==> src/rtl/ic_bus_pkg.sv <==
// Shared types and default widths for the interconnect bus arbiter and its master/slave FSMs.
package ic_bus_pkg;

    typedef enum logic [1:0] {
        IDLE  = 2'd0,
        CMD   = 2'd1,
        WDATA = 2'd2,
        RDATA = 2'd3
    } state_t;

    localparam int IC_ADDR_W = 4;
    localparam int IC_DATA_W = 32;
    localparam int IC_LEN_W  = 4;

    // A zero-length burst still moves one beat.
    function automatic logic [31:0] norm_len(input logic [31:0] len);
        return (len == 32'd0) ? 32'd1 : len;
    endfunction

endpackage

==> src/rtl/ic_rr_picker.sv <==
// One-hot winner picker: round-robin from ptr, or plain lowest-index priority
// when IC_ARB_FIXED_PRIO_EN is defined.
module ic_rr_picker
    import ic_bus_pkg::*;
#(
    parameter  int N  = 4,
    localparam int PW = (N > 1) ? $clog2(N) : 1
) (
    input  logic [N-1:0]  req,
    input  logic [PW-1:0] ptr,
    output logic [N-1:0]  grant
);

`ifdef IC_ARB_FIXED_PRIO_EN
    logic ptr_unused;

    assign ptr_unused = ^ptr;
    assign grant      = req & (~req + N'(1));
`else
    logic [N-1:0] rot_req;
    logic [N-1:0] rot_gnt;

    // Rotate so ptr sits at bit 0, isolate the lowest set bit, rotate back.
    assign rot_req = N'({req, req} >> ptr);
    assign rot_gnt = rot_req & (~rot_req + N'(1));
    assign grant   = N'({rot_gnt, rot_gnt} >> (N - int'(ptr)));
`endif

endmodule

==> src/rtl/ic_bus_arbiter.sv <==
// Round-robin arbiter sharing one bus command/data channel between NUM_REQ masters.
// Define IC_ARB_FIXED_PRIO_EN for fixed lowest-index-wins priority instead.
module ic_bus_arbiter
    import ic_bus_pkg::*;
#(
    parameter int NUM_REQ = 4,
    parameter int ADDR_W  = IC_ADDR_W,
    parameter int DATA_W  = IC_DATA_W,
    parameter int LEN_W   = IC_LEN_W
) (
    input  logic                       clock,
    input  logic                       reset,
    input  logic [NUM_REQ-1:0]         req_wr,
    input  logic [NUM_REQ-1:0]         req_rd,
    input  logic [NUM_REQ*ADDR_W-1:0]  req_address,
    input  logic [NUM_REQ*LEN_W-1:0]   req_length,
    input  logic [NUM_REQ*DATA_W-1:0]  req_wdata,
    output logic [NUM_REQ-1:0]         req_grant,
    output logic [NUM_REQ-1:0]         req_ready,
    output logic [NUM_REQ-1:0]         req_rddatavalid,
    output logic [DATA_W-1:0]          req_rdata,
    output logic                       bus_wr,
    output logic                       bus_rd,
    output logic [ADDR_W-1:0]          bus_address,
    output logic [LEN_W-1:0]           bus_length,
    output logic [DATA_W-1:0]          bus_wdata,
    input  logic                       bus_ready,
    input  logic                       bus_rddatavalid,
    input  logic [DATA_W-1:0]          bus_rdata
);

    localparam int PW = (NUM_REQ > 1) ? $clog2(NUM_REQ) : 1;

    state_t               state_q, state_d;
    logic [NUM_REQ-1:0]   grant_q, grant_d;
    logic [PW-1:0]        gidx_q, gidx_d;
    logic [PW-1:0]        ptr_q;
    logic [ADDR_W-1:0]    addr_q, addr_d;
    logic [LEN_W-1:0]     len_q, len_d;
    logic [LEN_W-1:0]     cnt_q, cnt_d;
    logic                 wr_q, wr_d;
    logic                 rd_q, rd_d;
    logic                 is_wr_q, is_wr_d;
    logic                 burst_done;

    logic [NUM_REQ-1:0]   requesting;
    logic [NUM_REQ-1:0]   pick;
    logic [PW-1:0]        pick_idx;
    logic [ADDR_W-1:0]    pick_addr;
    logic [LEN_W-1:0]     pick_len;

    assign requesting = req_wr | req_rd;

    ic_rr_picker #(.N(NUM_REQ)) u_picker (
        .req   (requesting),
        .ptr   (ptr_q),
        .grant (pick)
    );

    always_comb begin
        pick_idx = '0;
        for (int i = 0; i < NUM_REQ; i++) begin
            if (pick[i]) pick_idx = PW'(i);
        end
    end

    assign pick_addr = req_address[pick_idx*ADDR_W +: ADDR_W];
    assign pick_len  = req_length[pick_idx*LEN_W +: LEN_W];

    always_comb begin
        state_d    = state_q;
        grant_d    = grant_q;
        gidx_d     = gidx_q;
        addr_d     = addr_q;
        len_d      = len_q;
        cnt_d      = cnt_q;
        wr_d       = wr_q;
        rd_d       = rd_q;
        is_wr_d    = is_wr_q;
        burst_done = 1'b0;
        unique case (state_q)
            IDLE: begin
                if (|requesting) begin
                    grant_d = pick;
                    gidx_d  = pick_idx;
                    addr_d  = pick_addr;
                    len_d   = pick_len;
                    cnt_d   = LEN_W'(norm_len(32'(pick_len)));
                    // wr wins when a requester raises both.
                    is_wr_d = req_wr[pick_idx];
                    wr_d    = req_wr[pick_idx];
                    rd_d    = ~req_wr[pick_idx];
                    state_d = CMD;
                end
            end
            CMD: begin
                if (bus_ready) begin
                    wr_d    = 1'b0;
                    rd_d    = 1'b0;
                    state_d = is_wr_q ? WDATA : RDATA;
                end
            end
            WDATA: begin
                if (bus_ready) begin
                    if (cnt_q == LEN_W'(1)) burst_done = 1'b1;
                    else                    cnt_d = cnt_q - LEN_W'(1);
                end
            end
            RDATA: begin
                if (bus_rddatavalid) begin
                    if (cnt_q == LEN_W'(1)) burst_done = 1'b1;
                    else                    cnt_d = cnt_q - LEN_W'(1);
                end
            end
            default: state_d = IDLE;
        endcase
        if (burst_done) begin
            state_d = IDLE;
            grant_d = '0;
        end
    end

    always_ff @(posedge clock or negedge reset) begin
        if (!reset) begin
            state_q <= IDLE;
            grant_q <= '0;
            gidx_q  <= '0;
            addr_q  <= '0;
            len_q   <= '0;
            cnt_q   <= '0;
            wr_q    <= 1'b0;
            rd_q    <= 1'b0;
            is_wr_q <= 1'b0;
        end else begin
            state_q <= state_d;
            grant_q <= grant_d;
            gidx_q  <= gidx_d;
            addr_q  <= addr_d;
            len_q   <= len_d;
            cnt_q   <= cnt_d;
            wr_q    <= wr_d;
            rd_q    <= rd_d;
            is_wr_q <= is_wr_d;
        end
    end

`ifdef IC_ARB_FIXED_PRIO_EN
    assign ptr_q = '0;
`else
    logic [PW-1:0] ptr_d;

    assign ptr_d = !burst_done                       ? ptr_q :
                   (gidx_q == PW'(NUM_REQ - 1))      ? '0    :
                                                       gidx_q + PW'(1);

    always_ff @(posedge clock or negedge reset) begin
        if (!reset) ptr_q <= '0;
        else        ptr_q <= ptr_d;
    end
`endif

    // Beat strobes are combinational so data beats see no added latency.
    assign req_ready       = ((state_q == CMD) || (state_q == WDATA)) ?
                             (grant_q & {NUM_REQ{bus_ready}}) : '0;
    assign req_rddatavalid = (state_q == RDATA) ? (grant_q & {NUM_REQ{bus_rddatavalid}}) : '0;
    assign req_rdata       = bus_rdata;
    assign req_grant       = grant_q;
    assign bus_wr          = wr_q;
    assign bus_rd          = rd_q;
    assign bus_address     = addr_q;
    assign bus_length      = len_q;
    assign bus_wdata       = req_wdata[gidx_q*DATA_W +: DATA_W];

endmodule

==> config.mk <==
export PLATFORM = sky130hd
export DESIGN_NAME = ic_bus_arbiter
export DESIGN_NICKNAME = d
export VERILOG_FILES = /design/src/rtl/ic_bus_pkg.sv /design/src/rtl/ic_rr_picker.sv /design/src/rtl/ic_bus_arbiter.sv
export SDC_FILE = /design/constraint.sdc
export NUM_CORES = 1
export LEC_CHECK = 0
export ABC_AREA = 1
export BUFFER_PORTS_ARGS = -buffer_cell sky130_fd_sc_hd__buf_2
export CELL_PAD_IN_SITES_DETAIL_PLACEMENT = 1
export CELL_PAD_IN_SITES_GLOBAL_PLACEMENT = 2
export CORE_ASPECT_RATIO = 1.2
export CORE_UTILIZATION = 16
export DETAILED_ROUTE_END_ITERATION = 6
export PLACE_DENSITY = 0.83
export SYNTH_ARGS = -nofsm -noshare
export SYNTH_HDL_FRONTEND = slang
export SYNTH_SLANG_ARGS = --single-unit
==> constraint.sdc <==
create_clock -name clock -period 2.9 [get_ports clock]
set_clock_uncertainty 0.15 [all_clocks]
set_input_delay 0.145 -clock clock [delete_from_list [all_inputs] [get_ports clock]]
set_output_delay 0.145 -clock clock [all_outputs]
set_load 0.005 [all_outputs]
---- After elaboration in Yosys (flattened, before gate mapping) ----
Index checks and enable logic that the tools add are counted.
operators by class
  $add $sub $neg .......................... 4
  $lt $le $gt $ge ......................... 1
  equality and inequality tests ........... 11
  shifts and indexed selects .............. 5
  mux-type cells .......................... 31
  bitwise operators ....................... 6
  reduce and logical (&&, ||, !) cells .... 14
operators with widths
  operator               number
  $shiftx A128 B8 Y32    1
  $mux W4                10
  $shiftx A16 B5 Y4      2
  $shr A8 B32 Y4         1
  $and A4 B4 Y4          3
  $mux W2                6
  $pmux W4 S3            1
  $mux W1                9
  $ne A2 B2 Y1 const B   4
  $shr A8 B2 Y4          1
  $eq A2 B2 Y1 const B   3
  $ne A3 B3 Y1 const B   2
  $pmux W1 S2            3
  $reduce_and A3 Y1      2
  $reduce_bool A2 Y1     3
  $reduce_bool A3 Y1     2
  $add A4 B1 Y4 const B  1
  $eq A4 B1 Y1 const B   1
  $logic_not A4 Y1       1
  $not A4 Y4             1
  $or A4 B4 Y4           1
  $pmux W2 S2            1
  $reduce_and A2 Y1      2
  $reduce_and A4 Y1      1
  other kinds (10)       10
storage, ports and cells
  flip-flop bits (word level) ............. 25

---- Longest topological paths before layout ----
  depth after elaboration ................. 14
  mapped depth ............................ 20

---- Modules after synthesis ----
From an unflattened synthesis, not the netlist that was laid out.
unflattened totals
  cell total of the unflattened synthesis .. 517
  area, all modules ....................... 3129.3 µm²
by module, submodules not included
  module          instances  cells an instance  area each (µm²)  sequential area each (µm²)
  ic_bus_arbiter  1          457                2806.4           625.6
  ic_rr_picker    1          60                 322.8            0.0

---- Worst setup path before layout ----
Ideal clock, no wire load.
  path kind ............................... reg-to-reg
  start ................................... reg ptr_q[1]
  end ..................................... reg is_wr_q
  library setup time ...................... 130 ps
  data arrival time ....................... 1974 ps
  required time ........................... 2620 ps
  path slack .............................. 646 ps
  cell stages (with the launch flop) ...... 14
  clock period less this slack ............ 2254 ps
  path through ............................ dfrtp_1 -> buf_2 -> inv_2 -> ha_1 -> inv_1 -> nor2_1 -> nand3_2 -> nand2_4 -> nor2_4 -> buf_6 -> o211ai_1 -> nand2_1 -> nand2_1 -> o21ai_1
between the ends
  longest elaborated chain between the ends .. 10
RTL lines
  what                             line                   text
  from (decl)                      ic_bus_arbiter.sv:37   logic [PW-1:0] ptr_q;
  from (signal assigned)           ic_bus_arbiter.sv:158  else ptr_q <= ptr_d;
  $shr A8 B2 Y4                    ic_rr_picker.sv:24     assign rot_req = N'({req, req} >> ptr);
  $not A4 Y4                       ic_rr_picker.sv:25     assign rot_gnt = rot_req & (~rot_req + N'(1));
  $add A4 B1 Y4                    ic_rr_picker.sv:25
  $and A4 B4 Y4                    ic_rr_picker.sv:25
  $shr A8 B32 Y4 *                 ic_rr_picker.sv:26     assign grant = N'({rot_gnt, rot_gnt} >> (N - int'(ptr)));
  $mux W1                          ic_bus_arbiter.sv:63   if (pick[i]) pick_idx = PW'(i);
  $mux W2                          ic_bus_arbiter.sv:63
  $mux W2 *                        ic_bus_arbiter.sv:63
  $bmux W1 S2 *                    ic_bus_arbiter.sv:90   is_wr_d = req_wr[pick_idx];
  $mux W1 (implied by the code) *  ic_bus_arbiter.sv:90
  to (signal assigned)             ic_bus_arbiter.sv:143  is_wr_q <= is_wr_d;
  to (decl)                        ic_bus_arbiter.sv:43   logic is_wr_q, is_wr_d;
Mark *: on every way between the ends. The rest lies on a longest branch, timed or not. The select of a mux whose other input is x is not followed.
A chain may end at the register's enable or synchronous reset.

---- Final worst setup path ----
  start ................................... reg ptr_q[1]
  end ..................................... reg cnt_q[0]
between the ends
  longest elaborated chain between the ends .. 13
RTL lines
  what                  line                   text
  $shr A8 B2 Y4         ic_rr_picker.sv:24
  $not A4 Y4            ic_rr_picker.sv:25
  $add A4 B1 Y4         ic_rr_picker.sv:25
  $and A4 B4 Y4         ic_rr_picker.sv:25
  $shr A8 B32 Y4 *      ic_rr_picker.sv:26
  $mux W1               ic_bus_arbiter.sv:63
  $mux W2               ic_bus_arbiter.sv:63
  $mux W2 *             ic_bus_arbiter.sv:63
  $shiftx A16 B5 Y4 *   ic_bus_arbiter.sv:68   assign pick_len = req_length[pick_idx*LEN_W +: LEN_W];
  $logic_not A4 Y1      ic_bus_pkg.sv:17       return (len == 32'd0) ? 32'd1 : len;
  $mux W4 *             ic_bus_pkg.sv:17
  $mux W4 *             ic_bus_arbiter.sv:83   if (|requesting) begin
  $pmux W4 S3 *         ic_bus_arbiter.sv:81   unique case (state_q)
  to (signal assigned)  ic_bus_arbiter.sv:140  cnt_q <= cnt_d;
  to (decl)             ic_bus_arbiter.sv:40   logic [LEN_W-1:0] cnt_q, cnt_d;
Marked as above.

==> impl_metrics.sql <==
INSERT INTO impl_metrics (metric_group, metric, value, unit) VALUES
('global_route', 'grt_use_total', '13.8', '%'),
('die', 'rows', '55', ''),
('placed_design', 'portBuffers', '225', ''),
('sta', 'worst_slack', '0.374', 'ns'),
('global_route', 'global_route_wire_length_before_repair', '21700', 'um'),
('sta', 'final_hold_slack', '0.0964', 'ns'),
('cells_and_area', 'layout.cell_area.non_filler', '4380', 'um^2'),
('cts', 'cts_root_buf', 'clkbuf_16', ''),
('placed_design', 'dp.final_hpwl', '12000', 'um'),
('cts', 'tritoncts.num_buffers', '3', ''),
('critical_path', 'crit_arrival', '2.53', 'ns'),
('global_route', 'largest_net_degree_at_the_start_of_global_routing', '68', ''),
('pwr', 'finalPower', '0.00479', 'W'),
('synthesis', 'synth.net_count', '722', ''),
('worst_hold_path', 'hold_path.class', 'in2reg', ''),
('pwr', 'power.ir.vdd_worst', '0.468', 'mV'),
('run_status', 'outcome', 'finished, final reports clean', ''),
('sta', 'rsz_0062_raised_after_global_routing', 'no', ''),
('sta', 'setup_viol_count_final', '0', ''),
('pwr', 'leakage_power', '2.29', 'nW'),
('synthesis', 'ys_seq_area_share', '20.1', '%'),
('cts', 'clkLatencyLatePin', '0.27', 'ns'),
('global_route', 'grt_pass1_vias', '4152', ''),
('cts', 'cts_htree_levels', '1', ''),
('cts', 'cts.sinks', '25', ''),
('detailed_routing', 'first_iter_violations', '150', ''),
('die', 'chipHeight', '155', 'um'),
('critical_path', 'regToRegSetupSlack', '0.37', 'ns'),
('sta', 'finalCriticalPeriod', '2.53', 'ns'),
('cells_and_area', 'drive_above_1_share', '39.9', '%'),
('placed_design', 'dpl_cell_area', '4280', 'um^2'),
('detailed_routing', 'drc', '0', ''),
('sta', 'slew_violations', '0', ''),
('detailed_routing', 'wl_per_cell', '15.0', 'um'),
('placed_design', 'final_weighted_congestion_in_routability_driven_placement', '0.806', ''),
('synthesis', 'dominantRegCellSynth', 'dfrtp_1', ''),
('cells_and_area', 'syn_to_final_growth', '40.7', '%'),
('sta', 'finalHoldViolations', '0', ''),
('sta', 'max_slew.worst_pin.slew', '0.612', 'ns'),
('sta', 'totalNegativeSetupSlack', '0', 'ns'),
('synthesis', 'syn-cell-area', '3110', 'um^2'),
('synthesis', 'yosys.area.top_type_share', '20.1', '%'),
('placed_design', 'detailedPlace.worstSlack', '0.255', 'ns'),
('die', 'placeableCoreArea', '19000', 'um^2'),
('pwr', 'power_density', '1090', 'nW/um^2'),
('critical_path', 'critPathCaptureType', 'register', ''),
('synthesis', 'synthDistinctLibCells', '34', ''),
('critical_path', 'cp_max_fo', '9', ''),
('synthesis', 'yosys_warnings', '0', ''),
('synthesis', 'synthesis.instances', '510', ''),
('synthesis', 'post_synth.cell_area_avg', '6.11', 'um^2'),
('detailed_routing', 'detail_route.first_pass.iterations', '4', ''),
('global_route', 'grt_antenna_before_repair', '3', ''),
('detailed_routing', 'route.vias.total', '4095', ''),
('synthesis', 'synth-edff-count', '0', ''),
('critical_path', 'start_kind', 'register', ''),
('detailed_routing', 'routed_via_density', '4.31', ''),
('detailed_routing', 'final_antenna_net_count', '0', ''),
('synthesis', 'synth_area_leader_cell', 'dfrtp_1', ''),
('die', 'design.die.area', '20000', 'um^2'),
('sta', 'maxClockFrequency', '0.396', 'GHz'),
('cts', 'clkSlewWorstSetupHoldPaths', '0.07', 'ns'),
('global_route', 'grt_remaining_overflow', '0', ''),
('detailed_routing', 'wirelength', '14300', 'um'),
('synthesis', 'synth-async-reset-ratio', '100', '%'),
('cells_and_area', 'nets', '905', ''),
('cts', 'tritoncts', 'done', ''),
('synthesis', 'cell_types_with_the_largest_area_share_after_synthesis', 'dfrtp_1, o21ai_0, nor2_1, nand2_1, o22ai_1', ''),
('cts', 'cts_max_path_buffers', '2', ''),
('sta', 'relSlewSlack', '59.2', '%'),
('job', 'maxCapViolations', '0', ''),
('sta', 'layout_worst_path_cycle_share', '87.1', '%'),
('synthesis', 'postSynthRegisterBits', '25', ''),
('critical_path', 'setup.worst_path.class', 'reg2reg', ''),
('die', 'chipWidth', '129', 'um'),
('die', 'top_level_ports', '290', ''),
('die', 'initial_core_utilization', '16.4', '%'),
('critical_path', 'timing.critical_path.required', '2.91', 'ns');
## critical path, cell delays in order (launching register included)
cell     delay (ns)
dfrtp_2        0.46
inv_2          0.18
ha_1           0.31
inv_1          0.22
nor2_1         0.10
nand3_2        0.14
nand2_4        0.10
nor2_1         0.32
nor2_1         0.07
nand2_1        0.09
nand2_1        0.07
a21oi_1        0.13
a21oi_1        0.08
## registers in the layout, indices dropped and copies added (netlist names)
name / count
gidx_q: 2
bus_wr: 1
bus_rd: 1
cnt_q: 4
bus_address: 4
bus_length: 4
state_q: 2
ptr_q: 2
req_grant: 4
is_wr_q: 1
## layout by cell type (no fill, tap or decap), types with 5 or more instances in the layout
cell and n:
nand2_4 5, o22ai_1 43, nor2_1 106, buf_4 7, o21ai_0 85, inv_1 37
nand3_2 6, nand2_2 8, ha_1 8, nand2_1 79, dfrtp_1 22, nand3_1 14
buf_2 225, nor2_2 6
## final cells by class
| type | instances | area [um^2] |
|---|---|---|
| repair buffers | 234 | 1210 |
| well taps | 256 | 320 |
| flip-flops and latches | 25 | 629 |
| multi-input cells | 386 | 1970 |
| clock buffers | 3 | 75.1 |
| inverters | 43 | 169 |
| diodes | 2 | 5.00 |
| fillers | 2519 | 14600 |
| clock inverters | 1 | 7.51 |
## routing by layer
metal	track usage (%)	vias up	wire length (um)
li1	-	2036	-
met1	15.0	1851	5630
met2	26.5	179	7140
met3	2.59	27	1260
met4	4.09	2	243
met5	0	-	13
## final timing paths
check	cells after the start	endpoint	startpoint
min in group asynchronous	2	bus_length[1]	reset
max in group asynchronous	2	gidx_q[0]	reset
setup reg to reg	12	cnt_q[0]	ptr_q[1]
hold / removal	5	bus_length[2]	req_length[10]
hold reg to reg	2	bus_address[1]	bus_address[1]
setup / recovery	12	cnt_q[0]	ptr_q[1]
## power breakdown
part           internal [W]  switching (W)  total (W)
Clock              0.000188       0.000142   0.000330
Combinational       0.00138        0.00240    0.00378
Sequential         0.000530       0.000149   0.000679
Total               0.00210        0.00269    0.00479
## cell families (layout without fill, tap and decap cells)
| family | Yosys count | count (layout) | synth area share, % |
|---|---|---|---|
| simple gates | 229 | 229 | 32.6 |
| fa+ha+maj | 8 | 8 | 3.21 |
| xor+xnor | 2 | 2 | 0.563 |
| buf+inv | 99 | 281 | 16.8 |
| flops | 25 | 25 | 20.1 |
| compound gates | 147 | 147 | 26.8 |
| other cells | 0 | 2 | 0 |
## stage by stage
stage               std cells  utilization [%]
floorplan                 510                -
global placement          943             22.5
detailed placement        943             22.5
CTS                       948             23.0
global route              949             23.1
finish                    950             23.1
## synth_stat cells, types with 4 or more instances
cell      count
nand3_1      14
nand2_4       5
buf_4        32
o21ai_0      85
nand3_2       6
clkbuf_1     18
dfrtp_1      25
o22ai_1      43
nand2_2       8
a21oi_1       4
a31oi_1       4
nor2_1      106
inv_1        37
ha_1          8
nand2_1      79
nor2_2        6
## repair_timing
item	CTS	global route
hold buffers	1	0
resized for setup	0	2
setup buffers	0	0
setup endpoints to repair	0	2
endpoints found under the hold margin	25	0
Power figures use the tool's default switching activity.
